==> src/rtl/uart_rx.sv <==
// 8N1 UART receiver: two-flop input sync, mid-bit sampling, LSB first.
// Bytes leave on a valid/ready handshake; frame_err/overrun are 1-cycle pulses.
module uart_rx #(
  parameter int CLOCK_FREQ = 50_000_000,
  parameter int BAUD_RATE  = 115200
) (
  input  logic       clk,
  input  logic       rst_n,
  input  logic       rx,
  output logic [7:0] data,
  output logic       valid,
  input  logic       ready,
  output logic       frame_err,
  output logic       overrun
);

  localparam int BAUD_TICKS = CLOCK_FREQ / BAUD_RATE;
  localparam int HALF_TICKS = BAUD_TICKS / 2;
  localparam int CW = (BAUD_TICKS > 1) ? $clog2(BAUD_TICKS) : 1;

  localparam logic [CW-1:0] BAUD_LAST = CW'(BAUD_TICKS - 1);
  localparam logic [CW-1:0] HALF_LAST = CW'(HALF_TICKS - 1);
  localparam logic [CW-1:0] CNT_ONE   = CW'(1);

  typedef enum logic [2:0] {
    IDLE,
    START,
    DATA,
    STOP,
    WAIT_HIGH
  } state_e;

  state_e        state_q;
  logic          rx_meta_q;
  logic          rx_s_q;
  logic [CW-1:0] cnt_q;
  logic [2:0]    bit_q;
  logic [7:0]    shift_q;
  logic [7:0]    data_q;
  logic          valid_q;
  logic          ferr_q;
  logic          ovr_q;

  // Sync the pin, run the frame FSM and register every output.
  always_ff @(posedge clk) begin
    if (!rst_n) begin
      state_q   <= IDLE;
      rx_meta_q <= 1'b1;
      rx_s_q    <= 1'b1;
      cnt_q     <= '0;
      bit_q     <= '0;
      shift_q   <= '0;
      data_q    <= '0;
      valid_q   <= 1'b0;
      ferr_q    <= 1'b0;
      ovr_q     <= 1'b0;
    end else begin
      rx_meta_q <= rx;
      rx_s_q    <= rx_meta_q;
      ferr_q    <= 1'b0;
      ovr_q     <= 1'b0;

      if (valid_q && ready) begin
        valid_q <= 1'b0;
      end

      unique case (state_q)
        IDLE: begin
          if (!rx_s_q) begin
            state_q <= START;
            cnt_q   <= '0;
          end
        end

        START: begin
          if (cnt_q == HALF_LAST) begin
            cnt_q <= '0;
            if (rx_s_q) begin
              state_q <= IDLE;
            end else begin
              bit_q   <= '0;
              state_q <= DATA;
            end
          end else begin
            cnt_q <= cnt_q + CNT_ONE;
          end
        end

        DATA: begin
          if (cnt_q == BAUD_LAST) begin
            cnt_q          <= '0;
            shift_q[bit_q] <= rx_s_q;
            if (bit_q == 3'd7) begin
              state_q <= STOP;
            end else begin
              bit_q <= bit_q + 3'd1;
            end
          end else begin
            cnt_q <= cnt_q + CNT_ONE;
          end
        end

        STOP: begin
          if (cnt_q == BAUD_LAST) begin
            cnt_q <= '0;
            if (rx_s_q) begin
              // An accept on this same edge frees the slot.
              if (!valid_q || ready) begin
                data_q  <= shift_q;
                valid_q <= 1'b1;
              end else begin
                ovr_q <= 1'b1;
              end
              state_q <= IDLE;
            end else begin
              ferr_q  <= 1'b1;
              state_q <= WAIT_HIGH;
            end
          end else begin
            cnt_q <= cnt_q + CNT_ONE;
          end
        end

        WAIT_HIGH: begin
          if (rx_s_q) begin
            state_q <= IDLE;
          end
        end

        default: begin
          state_q <= IDLE;
        end
      endcase
    end
  end

  assign data      = data_q;
  assign valid     = valid_q;
  assign frame_err = ferr_q;
  assign overrun   = ovr_q;

endmodule
==> config.mk <==
export PLATFORM = sky130hd
export DESIGN_NAME = uart_rx
export DESIGN_NICKNAME = d
export VERILOG_FILES = /design/src/rtl/uart_rx.sv
export SDC_FILE = /design/constraint.sdc
export NUM_CORES = 1
export LEC_CHECK = 0
export CORE_MARGIN = 2
export CORE_UTILIZATION = 57
export CTS_CLUSTER_SIZE = 40
export DETAILED_ROUTE_END_ITERATION = 8
export MAX_ROUTING_LAYER = met4
export PLACE_DENSITY = 0.77
export SETUP_SLACK_MARGIN = 0.5
export SKIP_CTS_REPAIR_TIMING = 1
export SLEW_MARGIN = 20
export SYNTH_ARGS = -nofsm -noshare
export SYNTH_HDL_FRONTEND = slang
export SYNTH_SLANG_ARGS = --single-unit
==> constraint.sdc <==
create_clock -name clk -period 2.45 [get_ports clk]
set_input_delay 0.6125 -clock clk [delete_from_list [all_inputs] [get_ports clk]]
set_output_delay 0.6125 -clock clk [all_outputs]
set_load 0.1 [all_outputs]
[Word level (Yosys, flattened, before mapping)]
Cells that the tools add are included.
Cells by class
  $lt $le $gt $ge: 2
  mux-type cells: 28
  eq/ne operators: 15
  reduce and logical (&&, ||, !) cells: 15
  add/subtract/negate cells: 2
Operator list (number)
  2-to-1 mux 3 bit: 11
  2-to-1 mux 9 bit: 3
  one-hot mux 9 bit (3 select lines): 1
  inequality test 2 bit (second input constant): 8
  one-hot mux 3 bit (5 select lines): 1
  adder 9 x 1 -> 9 bit (second input constant): 1
  equality test 9 x 8 -> 1 bit (second input constant): 1
  equality test 9 bit (second input constant): 1
  bitwise mux 8 bit: 1
  2-to-1 mux 1 bit: 8
  AND reduction 4 bit: 2
  equality test 3 x 2 -> 1 bit (second input constant): 2
  equality test 3 bit (second input constant): 2
  one-hot mux 3 bit (2 select lines): 1
  AND reduction 6 bit: 1
  AND reduction 5 bit: 1
  less-than comparator 3 x 4 -> 1 bit (second input constant): 1
  AND reduction 2 bit: 2
  adder 3 x 1 -> 3 bit (second input constant): 1
  demux 1 bit (select 3 bit): 1
  equality test 3 x 1 -> 1 bit (second input constant): 1
  >= comparator 3 x 1 -> 1 bit (second input constant): 1
  logical NOT 3 bit: 1
  AND reduction 3 bit: 1
  other kinds (7): 8
Word-level totals
  flip-flop bits (word level): 36
  input bits: 4

[Longest topological paths before layout]
Gate-level depths: netlist (run 1).
  word-level depth: 6
  gate-level depth with buffers: 7
  gate-level depth less buffers: 6

[Worst setup path before layout (run 1)]
No wires, ideal clock.
  kind: register -> register
  start: register valid_q, in the netlist valid
  end: register data_q[0], in the netlist data[0]
  slack: 0.573 ns
  cell stages (with the launch flop): 5
  path buffers: 0
  setup time: 0.120 ns
  arrival time: 1.758 ns
  cells stage by stage: dfxtp_1 -> nor2b_1 -> nor4_4 -> mux2i_1 -> nor2b_1
On the way
  word-level cells in the longest chain between the ends: 3
Ends and longest elaborated chain
  start, declared: line 40  | logic valid_q;
  start signal, assigned: line 54  | valid_q <= 1'b0;
  start signal, assigned: line 64  | valid_q <= 1'b0;
  start signal, assigned: line 110  | valid_q <= 1'b1;
  logical NOT 1 bit: line 108  | if (!valid_q || ready) begin
  logical OR 1 bit: line 108
  AND reduction 4 bit (no source line)
  end signal, assigned: line 109  | data_q <= shift_q;
  end, declared: line 39  | logic [7:0] data_q;
Every way passes these cells.
A chain may end at the register's enable or synchronous reset.

[Worst setup path after layout (run 1)]
  start: register cnt_q[0]
  end: register state_q[2]
On the way
  word-level cells in the longest chain between the ends: 3
  elaborated cells between the ends (all ways): 6
Ends and longest elaborated chain
  start, declared: line 36  | logic [CW-1:0] cnt_q;
  start signal, assigned: line 85  | cnt_q <= cnt_q + CNT_ONE;
  start signal, assigned: line 99  | cnt_q <= cnt_q + CNT_ONE;
  start signal, assigned: line 120  | cnt_q <= cnt_q + CNT_ONE;
  equality test 9 bit or equality test 9 x 8 -> 1 bit (tied branches): line 90, 104, 76
  inequality test 2 bit (no source line)
  AND reduction 6 bit (no source line) (*)
  end signal, assigned: line 94  | state_q <= STOP;
  end signal, assigned: line 114  | state_q <= IDLE;
  end signal, assigned: line 117  | state_q <= WAIT_HIGH;
  end, declared: line 33  | state_e state_q;
Mark *: on every way between the ends. The rest lies on a longest branch, timed or not.

==> results.md, run 1 <==
- Outcome: finished, final reports clean
- Final Cycle Share: 79.98%
- Number of fill cells: 236
- Synthesized area: 0.001846 sq mm
- Crit path launch type: flop
- Area fraction of the dominant cell type after synthesis: 39.05%
- Number of cells on the worst reg-to-reg path: 6
- Max Slew Vio Count: 0
- Num ports: 15
- CP required: 2.72 ns
- Num CTS Buffers: 5
- Post-Synth Simple-Gate Area: 29.49%
- Post-DR wirelength/cell: 15.76 um
- Clock Skew: 0.004915 ns
- CP arrival: 2.23 ns
- Area of the multi-input gates: 0.001116 sq mm
- Final antenna-violating net count: 0
- Relative slew slack: 70.06%
- Peak supply drop: 0.0004557 V
- Synth warn: 0
- # DRC: 0
- Crit path kind: flop to flop
- Compound-Gate Fraction of Synth Area: 13.29%
- Synth Area in Adders: 3.390%
- Sequential cell area fraction in the yosys report: 39.05%
- EDFF count, synth: 0
- Hold WS: 0.4612 ns
- Final setup violating endpoints: 0
- CP endpoint kind: flop
- Vias in the first global route: 1384
- Nets@finish: 227
- Initial antenna violation count: 0
- Final Hold Fails: 0
- Setup TNS: 0 ns
- Worst min path class: flop to flop
- R2R Setup Slk: 0.49 ns
- Top cell type by total area after synthesis: dfxtp_1
- Measured slew at the worst slew-check pin: 0.4482 ns
- Yosys reg bits: 36
- Synth unique cells: 41
- Synth Area in XOR/XNOR: 0.4746%
- Cells after synthesis: 199
- Worst setup endpoint: state_q[2]
- CTS H-tree depth: 2
- Main combinational cell family by area after synthesis: simple AND/OR/NAND/NOR gates
- Vias: 1560
- Most common cell after layout, fill and taps aside: dfxtp_1
- Dpl cells: 250
- Mux cell area share after synthesis: 10.31%
- Die area: 0.003709 sq mm
- Top post-synthesis cells by area: dfxtp_1, mux2i_1, nand2_1
- Worst-Skew Late Latency: 0.34 ns
- Largest net degree at the start of global routing: 22
- N_diodes: 0
- Die width: 60.90 um
- Pleak: 0.7708 nW
- Post-synth ARST share: 0%
- CTS tree: built
- IO Port Bufs: 14
- Worst Setup SP: cnt_q[0]
- Total GRT Usage: 24.29%
- Capturing point of the worst reg2reg path: state_q[2]
- Worst r2r src: cnt_q[0]
- RePlAce Congestion: 0.8619
- Syn nets: 208
- Clock-pin slew on the worst setup and hold paths: 0.11 ns
- Die height: 60.90 um
- Commonest non-fill, non-tap cells in the layout: dfxtp_1, nand2_1, buf_4, mux2i_1, nor2b_1
- Root Driver: clkbuf_4
- DPL Wire Length: 2703 um
- CTS max path bufs: 2
- Total grt overflow: 0
- Post-Syn Area per Cell: 9.274 sq um
- Routed wire length: 4145 um
- TritonRoute pass-1 iters: 4
- Synthesis-to-layout area growth: 17.97%
- Max cap viols: 0
- Share of layout cells above drive strength 1: 21.00%
- Overall Power: 1.055 mW
- Starting density of the core: 59.96%
- First-pass GRT wire length: 6465 um
- Cell Pwr Density: 484.7 mW/mm^2
- Critical path fanouts, max: 6
- Clk sinks: 36
- Area occupied by registers: 728.2 sq um
- Initial DRC count: 73
- Post-Layout Cell Count: 263
- RSZ-0062 raised after global routing: yes
- Most used DFF post-synth: dfxtp_1
- Fmax: 510.3 MHz
- Core Area: 0.003078 sq mm
- Post-layout minimum cycle time: 1.960 ns
- Cell Rows: 20
- DR vias/cell: 5.932
critical path, stage by stage, from the launching register on:
cell and delay [ns]:
dfxtp_4 0.37, inv_2 0.08, ha_4 0.11, or4b_4 0.46, o31a_4 0.43, a211oi_4 0.22, mux2i_1 0.21
registers in the layout, indices dropped and copies added (netlist names), 3 cells and up:
signal	cells
bit_q	3
cnt_q	9
data	8
shift_q	8
state_q	3
how the worst min path moves through the flow:
| stage | cells after the start | endpoint | from |
|---|---|---|---|
| 3_3_place_gp | 1 | rx_s_q | rx_meta_q |
| 2_1_floorplan | 1 | rx_s_q | rx_meta_q |
| 4_1_cts | 1 | rx_s_q | rx_meta_q |
| 6_report | 1 | rx_s_q | rx_meta_q |
| 5_1_grt | 1 | rx_s_q | rx_meta_q |
| 3_5_place_dp | 1 | rx_s_q | rx_meta_q |
final cells by class:
cell class                      count  area share, %
Sequential cell                    36          33.45
Inverter                            5         0.9770
Tap cell                           44          2.529
Multi-Input combinational cell    147          51.26
Clock inverter                      2          1.609
Clock buffer                        6          1.897
Timing Repair Buffer               23          8.276
cells by family after synthesis:
| logic type | Yosys count |
|---|---|
| AND/OR/NAND/NOR | 87 |
| flip-flops | 36 |
| AO/OA/AOI/OAI | 34 |
| multiplexers | 19 |
| buffers and inverters | 17 |
| adder cells (fa/ha/maj) | 5 |
| XOR/XNOR | 1 |
per-layer routing:
metal  vias to the layer above  track usage, %  share of wire, %
met1                       734           30.72                44
met2                        54           38.10                48
met3                        16           4.478               5.3
met4                         0           9.938               2.3
met5                         -               -                 0
li1                        756               -                 -
power breakdown:
part	leakage, nW	switching, mW	internal (mW)
sequential	0.292	0.00400	0.586
combinational	0.437	0.0268	0.0242
clock	0.0422	0.200	0.214
metrics by stage:
step	worst slack, ns	utilization, %	instance area [sq um]
finish	0.4904	70.73	2177
CTS	0.3648	67.32	2072
global route	0.4299	70.73	2177
detailed placement	0.3903	64.84	1996
floorplan	0.5726	-	1846
global placement	0.5019	64.84	1996
cell usage after synthesis, types with 2 or more instances:
library cell,number
dfxtp_1,36
nand2_1,29
mux2i_1,19
nor2b_1,12
a21boi_1,9
clkbuf_1,9
o22ai_1,8
nor3_1,6
nor3b_1,6
ha_1,5
inv_1,5
nand3_1,5
o21a_1,5
nand4_1,4
nor2_1,4
nand2b_1,3
nand3b_1,3
a21oi_1,2
and2_1,2
buf_2,2
o21ai_1,2
o31a_1,2
o31ai_1,2
or4b_1,2
(Power assumes the default switching activity.)
==> inputs of run 2 (changes only) <==
Settings changed: CORE_UTILIZATION 57 to 51, PLACE_DENSITY 0.77 to 0.73.
Clock period 2.45 ns to 1.6 ns, I/O delays scaled along.
==> results.md, run 2 (same netlist as run 1, synthesis figures left out) <==
- Total GRT Usage: 24.10% (-0.19 points)
- Final worst slack: -0.3047 ns (-0.7951 ns)
- Core Area: 0.003416 sq mm (+11%)
- Vias: 1664 (+6.7%)
- CTS H-tree depth: 2 (unchanged)
- Measured slew at the worst slew-check pin: 0.3748 ns (-0.07339 ns)
- CP arrival: 2.18 ns (-0.05 ns)
- Initial antenna violation count: 0 (unchanged)
- Nets@finish: 247 (+8.8%)
- Die height: 64.16 um (+5.3%)
- Num ports: 15 (unchanged)
- Max cap viols: 0 (unchanged)
- CTS tree: built
- Final Cycle Share: 119.0% (+39 points)
- Max reg flops: 9 (unchanged)
- Final instance area: 0.002526 sq mm (+16%)
- Starting density of the core: 54.03% (-5.9 points)
- Post-DR wirelength/cell: 15.33 um (-2.7%)
- CP required: 1.87 ns (-0.85 ns)
- Clock Skew: 0.007963 ns (+0.003048 ns)
- Number of fill cells: 246 (+4.2%)
- Worst-Skew Late Latency: 0.34 ns (about the same)
- Violated checks: negative setup slack
- Cell Pwr Density: 640.1 mW/mm^2 (+32%)
- RSZ-0062 raised after global routing: yes
- Biggest register: cnt_q
- CP endpoint kind: flop
- Routed wire length: 4369 um (+5.4%)
- Die area: 0.004116 sq mm (+11%)
- Cell Rows: 21 (+5.0%)
- DPL Wire Length: 3155 um (+17%)
- Highest-delay cell along the critical path: or4b_1
- CP peak stage delay: 0.44 ns (-0.02 ns)
- Post-Layout Cell Count: 285 (+8.4%)
- Vias in the first global route: 1645 (+19%)
- Pleak: 0.9401 nW (+22%)
- Commonest non-fill, non-tap cells in the layout: nand2_1, buf_4, dfxtp_1, mux2i_1, dfxtp_2
- Overall Power: 1.617 mW (+53%)
- Crit path buffers/inverters: 1 (unchanged)
- DR vias/cell: 5.839 (-1.6%)
- Root Driver: clkbuf_4
- Max Slew Vio Count: 0 (unchanged)
- Clk sinks: 36 (unchanged)
- Crit path kind: flop to flop
- Share of layout cells above drive strength 1: 35.56% (+15 points)
- # DRC: 0 (unchanged)
- Fmax: 525.0 MHz (+2.9%)
- Final setup violating endpoints: 28 (+28)
- Final Hold Fails: 0 (unchanged)
- CTS max path bufs: 2 (unchanged)
- Outcome: finished with violations
- Die width: 64.16 um (+5.3%)
- Most common cell after layout, fill and taps aside: nand2_1
- CP top delay family: compound AO/OA/AOI/OAI gates
- N_diodes: 0 (unchanged)
- Clock-pin slew on the worst setup and hold paths: 0.11 ns (about the same)
- Num CTS Buffers: 5 (unchanged)
- Largest net degree at the start of global routing: 15 (-32%)
- RePlAce Congestion: 0.8792 (+2.0%)
- Crit path launch type: flop
- Cell Area, Placed: 0.002382 sq mm (+19%)
- Critical-path cell list: inv_2 > ha_1 > or4b_1 > o31a_1 > a211oi_2 > mux2i_1
- Relative slew slack: 74.98% (+4.9 points)
- Initial DRC count: 109 (+49%)
- Post-layout minimum cycle time: 1.905 ns (-0.05489 ns)
- First-pass GRT wire length: 7576 um (+17%)
- Synthesis-to-layout area growth: 36.88%
- Final antenna-violating net count: 0 (unchanged)
- TritonRoute pass-1 iters: 4 (unchanged)
- Worst min path class: flop to flop
- IO Port Bufs: 14 (unchanged)
- Total grt overflow: 0 (unchanged)
- Critical path fanouts, max: 4 (-2)
- Peak supply drop: 0.0005149 V (+13%)
- Dpl cells: 277 (+11%)
-- run 2: layout make-up --
| class | instances | area [sq um] | area share [%] |
|---|---|---|---|
| Clock buffer | 6 | 41.29 | 1.634 |
| Clock inverter | 2 | 35.03 | 1.387 |
| Inverter | 5 | 18.77 | 0.7429 |
| Multi-Input combinational cell | 146 | 1147 | 45.42 |
| Sequential cell | 36 | 743.2 | 29.42 |
| Tap cell | 46 | 57.56 | 2.278 |
| Timing Repair Buffer | 44 | 483.0 | 19.12 |
-- run 2: worst reg2reg max path, cell delays in order, from the launching register on --
cell      delay (ns)
dfxtp_2         0.34
inv_2           0.05
ha_1            0.13
or4b_1          0.44
o31a_1          0.33
a211oi_2        0.30
mux2i_1         0.24
-- run 2: power breakdown --
group	leakage (nW)	internal (mW)	total [mW]	switching, mW
clock network	0.0422	0.328	0.633	0.305
registers	0.298	0.897	0.901	0.00468
logic	0.600	0.0395	0.0829	0.0434
-- run 2: layer usage --
| metal | up-vias | share of wire (%) | track usage [%] |
|---|---|---|---|
| met1 | 801 | 45 | 30.27 |
| met2 | 53 | 49 | 38.28 |
| met3 | 12 | 4.3 | 4.577 |
| met5 | - | 0 | - |
| met4 | 0 | 2.3 | 9.840 |
| li1 | 798 | - | - |
-- run 2: through the flow --
stage / hold slack [ns] / setup TNS (ns) / setup WS (ns) / utilization [%]
2_1_floorplan: 0.3863 / -2.444 / -0.1312 / -
3_3_place_gp: 0.4078 / -3.875 / -0.1996 / 69.74
3_5_place_dp: 0.4086 / -5.109 / -0.2823 / 69.74
4_1_cts: 0.4496 / -5.308 / -0.3070 / 71.98
5_1_grt: 0.4858 / -6.819 / -0.3518 / 73.96
6_report: 0.4409 / -4.345 / -0.3047 / 73.96
-- run 2: final timing paths --
kind,start,end,slack (ns),cells past startpoint
worst max-delay path,cnt_q[1],state_q[2],-0.30,6
worst min-delay path,rx_meta_q,rx_s_q,0.44,1
worst max register to register,cnt_q[1],state_q[2],-0.30,6
worst min register to register,rx_meta_q,rx_s_q,0.44,1
